`src/rtl/pipe_skid_stage.sv`:
```
// rtl/pipe_skid_stage.sv - two-entry elastic pipeline register (main + skid) with flush
//
// Ports:
//   clk        rising-edge clock
//   r          synchronous reset, active-high, highest priority
//   in_valid   upstream payload valid
//   in_data    upstream payload
//   in_ready   stage can accept a payload (registered state only)
//   out_valid  main entry holds a valid payload
//   out_data   main entry payload, straight from the main register
//   out_ready  downstream accepts out_data this cycle
//   flush      synchronous squash of all held entries
//   occupancy  number of valid entries (0..2)

module pipe_skid_en_reg #(
    parameter int WIDTH = 32
) (
    input  logic             clk,
    input  logic             r,
    input  logic             en,
    input  logic [WIDTH-1:0] d,
    output logic [WIDTH-1:0] q
);
    always_ff @(posedge clk) begin
        if (r) begin
            q <= '0;
        end else if (en) begin
            q <= d;
        end
    end
endmodule

module pipe_skid_stage #(
    parameter int WIDTH = 32
) (
    input  logic             clk,
    input  logic             r,
    input  logic             in_valid,
    input  logic [WIDTH-1:0] in_data,
    output logic             in_ready,
    output logic             out_valid,
    output logic [WIDTH-1:0] out_data,
    input  logic             out_ready,
    input  logic             flush,
    output logic [1:0]       occupancy
);
    // Encoding chosen so the state value is the occupancy count.
    typedef enum logic [1:0] {
        EMPTY = 2'd0,
        FULL1 = 2'd1,
        FULL2 = 2'd2
    } state_t;

    state_t           state;
    logic [WIDTH-1:0] main_q;
    logic [WIDTH-1:0] skid_q;
    logic             in_fire;
    logic             out_fire;
    logic             main_en;
    logic [WIDTH-1:0] main_d;
    logic             skid_en;

    assign in_ready  = (state != FULL2);
    assign out_valid = (state != EMPTY);
    assign occupancy = state;
    assign out_data  = main_q;

    assign in_fire  = in_valid & in_ready;
    assign out_fire = out_valid & out_ready;

    // Data enables are suppressed on flush: held data stays, nothing new loads.
    always_comb begin
        main_en = 1'b0;
        main_d  = in_data;
        skid_en = 1'b0;
        if (!flush) begin
            unique case (state)
                EMPTY: main_en = in_fire;
                FULL1: begin
                    main_en = in_fire & out_fire;
                    skid_en = in_fire & ~out_fire;
                end
                FULL2: begin
                    main_en = out_fire;
                    main_d  = skid_q;
                end
                default: begin
                    main_en = 1'b0;
                    skid_en = 1'b0;
                end
            endcase
        end
    end

    pipe_skid_en_reg #(.WIDTH(WIDTH)) u_main (
        .clk (clk),
        .r   (r),
        .en  (main_en),
        .d   (main_d),
        .q   (main_q)
    );

    pipe_skid_en_reg #(.WIDTH(WIDTH)) u_skid (
        .clk (clk),
        .r   (r),
        .en  (skid_en),
        .d   (in_data),
        .q   (skid_q)
    );

    always_ff @(posedge clk) begin
        if (r || flush) begin
            state <= EMPTY;
        end else begin
            unique case (state)
                EMPTY: if (in_fire) state <= FULL1;
                FULL1: begin
                    if (in_fire && !out_fire) begin
                        state <= FULL2;
                    end else if (!in_fire && out_fire) begin
                        state <= EMPTY;
                    end
                end
                FULL2: if (out_fire) state <= FULL1;
                default: state <= EMPTY;
            endcase
        end
    end
endmodule
```
`config.mk`:
```
export PLATFORM = sky130hd
export DESIGN_NAME = pipe_skid_stage
export DESIGN_NICKNAME = d
export VERILOG_FILES = /design/src/rtl/pipe_skid_stage.sv
export SDC_FILE = /design/constraint.sdc
export NUM_CORES = 1
export LEC_CHECK = 0
export ABC_AREA = 1
export BUFFER_PORTS_ARGS = -buffer_cell sky130_fd_sc_hd__clkbuf_2
export CAP_MARGIN = 20
export CORE_MARGIN = 3
export CORE_UTILIZATION = 53
export CTS_CLUSTER_SIZE = 28
export DETAILED_ROUTE_END_ITERATION = 8
export PLACE_DENSITY = 0.79
export SLEW_MARGIN = 5
export SYNTH_ARGS = -nofsm -noshare
export SYNTH_HDL_FRONTEND = slang
export SYNTH_SLANG_ARGS = --single-unit
export TNS_END_PERCENT = 100
```
`constraint.sdc`:
```
create_clock -name clk -period 1.8 [get_ports clk]
set_input_delay 0.27 -clock clk [delete_from_list [all_inputs] [get_ports clk]]
set_output_delay 0.27 -clock clk [all_outputs]
set_load 0.05 [all_outputs]
```
-- Word-level counts from Yosys, hierarchy flattened
Index checks and enable logic that the tools add are counted.
- bitwise gates (word level): 5
- equality and inequality tests: 6
- mux-type cells: 11
- reductions and logical operators: 8
- operator list (kind ; number):
    2-to-1 mux 32 bit ; 2
    2-to-1 mux 2 bit ; 4
    inequality test 2 bit (second input constant) ; 3
    case mux 2 bit (3 select lines) ; 1
    bitwise AND 1 bit ; 4
    2-to-1 mux 1 bit ; 3
    inequality test 3 bit (second input constant) ; 1
    case mux 1 bit (3 select lines) ; 1
    AND reduction 3 bit ; 1
    equality test 2 x 1 -> 1 bit (second input constant) ; 1
    equality test 2 bit (second input constant) ; 1
    logical AND 1 bit ; 2
    logical NOT 1 bit ; 2
    logical NOT 2 bit ; 1
    nonzero test 2 bit ; 1
    logical OR 1 bit ; 1
    NOT 1 bit ; 1
- output and inout bits: 36
- word-level logic and storage cells: 33
- register bits after elaboration: 66
- input bits: 37

-- Longest topological paths before layout
- depth in word-level cells: 7
- mapped depth: 11
- gate-level depth less buffers: 10

-- Cells and area by module
A second synthesis with hierarchy kept.
- cell total of the unflattened synthesis: 547
- area, all modules: 3368.2 µm²
- modules (own cells, without submodules) (module ; cells each ; sequential area each (µm²) ; instances ; area an instance (µm²)):
    pipe_skid_en_reg ; 203 ; 640.6 ; 2 ; 1338.8
    pipe_skid_stage ; 141 ; 40.0 ; 1 ; 690.7

-- Worst setup path after synthesis
Ideal clock, no wire load.
- kind: register -> register
- start: register state[1] (netlist: occupancy[1])
- end: register u_main.q[26]
- path buffers: 1
- clock period less this slack: 2004 ps
- cell stages (with the launch flop): 12
- slack: -204 ps
- required time: 1687 ps
- arrival: 1891 ps
- library setup time: 113 ps
- path through: dfxtp_1 -> inv_2 -> nor2_4 -> nor2_1 -> ha_1 -> nand3_1 -> nand3_1 -> nand2_2 -> buf_2 -> nand2_1 -> nand2_1 -> nor2_1
- cells in the longest elaborated chain, start to end: 5
- elaborated cells between the ends (all ways): 12
- those cells by class: 3 x eq/ne; 4 x mux; 3 x bitwise; 2 x reduce/logical
- RTL lines (element ; RTL line ; source):
    from (decl) ; 54 ; state_t state;
    from (signal assigned) ; 113 ; state <= EMPTY;
    from (signal assigned) ; 116 ; EMPTY: if (in_fire) state <= FULL1;
    from (signal assigned) ; 119 ; state <= FULL2;
    inequality test 2 bit / nonzero test 2 bit (equally long branches) ; 63, 64 ;
    bitwise AND 1 bit (on tied branches) ; 68, 69 ;
    bitwise AND 1 bit ; 80 ; main_en = in_fire & out_fire;
    case mux 1 bit (3 select lines) ; 77 ; unique case (state)
    2-to-1 mux 1 bit ; 76 ; if (!flush) begin
    to (signal assigned) ; 26 ; q <= '0;
    to (signal assigned) ; 28 ; q <= d;
    to (decl) ; 22 ; output logic [WIDTH-1:0] q
Several ways; a longest one is shown, not always the timed one.
A chain may end at the register's enable or synchronous reset.

-- Final worst setup path
- start: register state[1] (netlist: occupancy[1])
- end: register u_main.q[19]
Same word-level chain as after synthesis.

==> flow_metrics.tcl <==
set metrics [dict create \
    yosys-top-cells-area "dfxtp_1 (44%), nand2_1 (13%), nor2_1 (10%)" \
    synth_area_per_cell_um2 6.64 \
    start_util_pct 56.7 \
    synth_edf_count 0 \
    gp_congestion 0.731 \
    hp-class "in -> reg" \
    antenna_found_initial 0 \
    max_cap_violations 0 \
    crit_path_top_delay_cell "dfxtp_2" \
    p_sw_share_pct 29.4 \
    ys_ff_latch 66 \
    synth_nets 489 \
    htree_num_levels 3 \
    ys_seq_area_share_pct 44.2 \
    drive_gt1_share_pct 21.2 \
    required_ns 2.04 \
    slew_viol_final 0 \
    netlist_area_um2 2990 \
    setup_viol 0 \
    clock-sinks 66 \
    tightest_slew_ns 0.294 \
    fillers 475 \
    port_buffers 72 \
    startpoint_type "flip-flop" \
    timing.critical_path.mode_cell "nor2_1" \
    final-hold-violation-count 0 \
    vdd_drop_max_mv 0.699 \
    drt_iter0_markers 158 \
    finalSetupTns_ns 0 \
    root_buffer "clkbuf_8" \
    clk_latency_ns 0.34 \
    die_h_um 81.1 \
    yosys.area.top_type "dfxtp_1" \
    layout_commonest_cell "nand2_1" \
    ant_nets 0 \
    clkTransAtPathRegs_ns 0.07 \
    status "finished clean" \
    p_sw_w 0.00100 \
    end_kind "flip-flop" \
    crit_family "simple AND/OR/NAND/NOR gates" \
    diodes 0 \
    place_hpwl_um 4380 \
    yosysTopAreaCellShare_pct 44.2 \
    core_um2 5270 \
    period_needed_ns 1.61 \
    critPathKind "reg -> reg" \
    cts-buffers-inserted 9 \
    die_x_um 81.1 \
    route.detailed.vias_per_inst 4.88 \
    crit_arrival_ns 1.84 \
    die-area_um2 6570 \
    synthFlopType "dfxtp_1" \
    fin_skew_ns 0.0116 \
    final_cell_mix "nand2_1 (107), nor2_1 (80), clkbuf_2 (72)" \
    drc 0 \
    cp_slowest_stage_delay_ns 0.35 \
    rsz0062_at_grt "false" \
    seqPwrFrac_pct 46.0 \
    grt_max_degree 65 \
    p_int_w 0.00240 \
    fmax_ghz 0.622 \
    finalCritPeriodShare_pct 89.3 \
    synthDistinctLibCells 20 \
    critical_path.cell_chain "nor2_1, nor2_1, ha_1, nand3_1, nand3_1, nand2_2, buf_12, nand2_1, nand2_1, nor2_1" \
    ios 73 \
    cp_max_fo 43 \
    combPwrFrac_pct 16.6 \
    grt.total_usage_pct 21.1 \
    grt_pass1_wl_um 10800 \
    dr_total_vias 2879 \
    synth_cells 450 \
    fin_util_pct 68.6 \
    cts_buffer_depth 2 \
    num_rows 26 \
    area_growth_pct 21.1 \
    wirelength_um 6620 \
    relSlewSlack_pct 80.5 \
    p_leak_nw 1.84 \
    grt_pass1_vias 2536 \
    yosys_warnings 0 \
    power.density_nw_per_um2 942 \
    power.share.clock_pct 37.5 \
    wire_per_inst_um 11.2 \
    grt.overflow.total 0 \
    cp_num_buf_inv 1 \
    cts_tree "yes" \
    async_flop_share_pct 0 \
    nets 554 \
    first_pass_iters 5 \
]
[sequential cells by signal, indices dropped and copies added (netlist names)]
| signal | cells |
|---|---|
| u_skid.q | 32 |
| occupancy | 2 |
| u_main.q | 32 |
[cell families (layout without fill, tap and decap cells)]
| group | count (synthesis) | count (layout) | share of synthesized area (%) |
|---|---|---|---|
| flip-flops | 66 | 66 | 44.2 |
| AND/OR/NAND/NOR | 202 | 202 | 26.5 |
| AO/OA/AOI/OAI | 86 | 86 | 15.2 |
| adder cells (fa/ha/maj) | 2 | 2 | 0.838 |
| buffers and inverters | 94 | 164 | 13.2 |
[worst min-delay path, stage by stage]
cell,delay [ns]
clkbuf_2,0.09
nor2_1,0.05
nand2_1,0.06
inv_1,0.03
[path summary, 6_finish.rpt]
path | slack [ns] | endpoint | depth (start not counted) | start
worst min-delay path | 0.19 | occupancy[0]$_SDFFE_PP0P_ | 4 | r
worst max register to register | 0.19 | u_main.q[19]$_SDFFE_PP0P_ | 10 | occupancy[1]$_SDFFE_PP0P_
worst min register to register | 0.45 | u_skid.q[10]$_SDFFE_PP0P_ | 2 | u_skid.q[10]$_SDFFE_PP0P_
worst max-delay path | 0.19 | u_main.q[19]$_SDFFE_PP0P_ | 10 | occupancy[1]$_SDFFE_PP0P_
[timing repair]
item | in CTS | in global routing
gates resized for setup | 0 | 1
hold buffers | 0 | 0
buffers inserted | 0 | 0
endpoints found under the setup margin | 0 | 3
[cells in the mapped netlist (2+ instances only)]
cell type and number:
clkbuf_1 12, buf_6 4, nor2_1 80, ha_1 2, o21ai_1 8, buf_2 8, inv_2 4, nand3_1 11
o21ai_0 44, nand2_1 107, a21oi_1 27, inv_1 65, dfxtp_1 66, o21ai_2 6
[power groups by stage]
| stage | combinational, W | sequential, W | clock, W |
|---|---|---|---|
| 2_1_floorplan | 0.000225 | 0.00178 | 0 |
| 3_3_place_gp | 0.000552 | 0.00160 | 0 |
| 3_5_place_dp | 0.000563 | 0.00160 | 0 |
| 4_1_cts | 0.000567 | 0.00156 | 0.00130 |
| 5_1_grt | 0.000622 | 0.00157 | 0.00136 |
| 6_report | 0.000564 | 0.00156 | 0.00128 |
[layer usage]
metal  GRT usage (%)  wire [um]  vias to the layer above  share of wire [%]
met5               0          0                        -                  0
met4            10.6        123                        0                1.9
met2            35.6       3100                       99                 47
met3            4.21        441                       13                6.7
met1            25.4       2950                     1271                 45
li1                -          -                     1496                  -
[per-stage QoR]
step	std cells	instance area [um^2]	hold slack [ns]	power [W]	worst slack (ns)
floorplan	450	2990	0.416	0.00200	0.0110
global placement	574	3410	0.431	0.00215	0.293
detailed placement	574	3410	0.440	0.00216	0.223
CTS	590	3610	0.174	0.00343	0.195
global route	590	3620	0.214	0.00355	0.0117
finish	590	3620	0.189	0.00341	0.192
[final cells by class]
type / instances / area (um^2) / share of cell area (%)
clock buffer: 12 / 155 / 4.29
tap: 70 / 87.6 / 2.42
sequential: 66 / 1320 / 36.6
clock inverter: 4 / 50.0 / 1.38
inverter: 70 / 263 / 7.27
multi-input combinational: 290 / 1280 / 35.3
timing repair buffer: 78 / 459 / 12.7
Power figures use the tool's default switching activity.
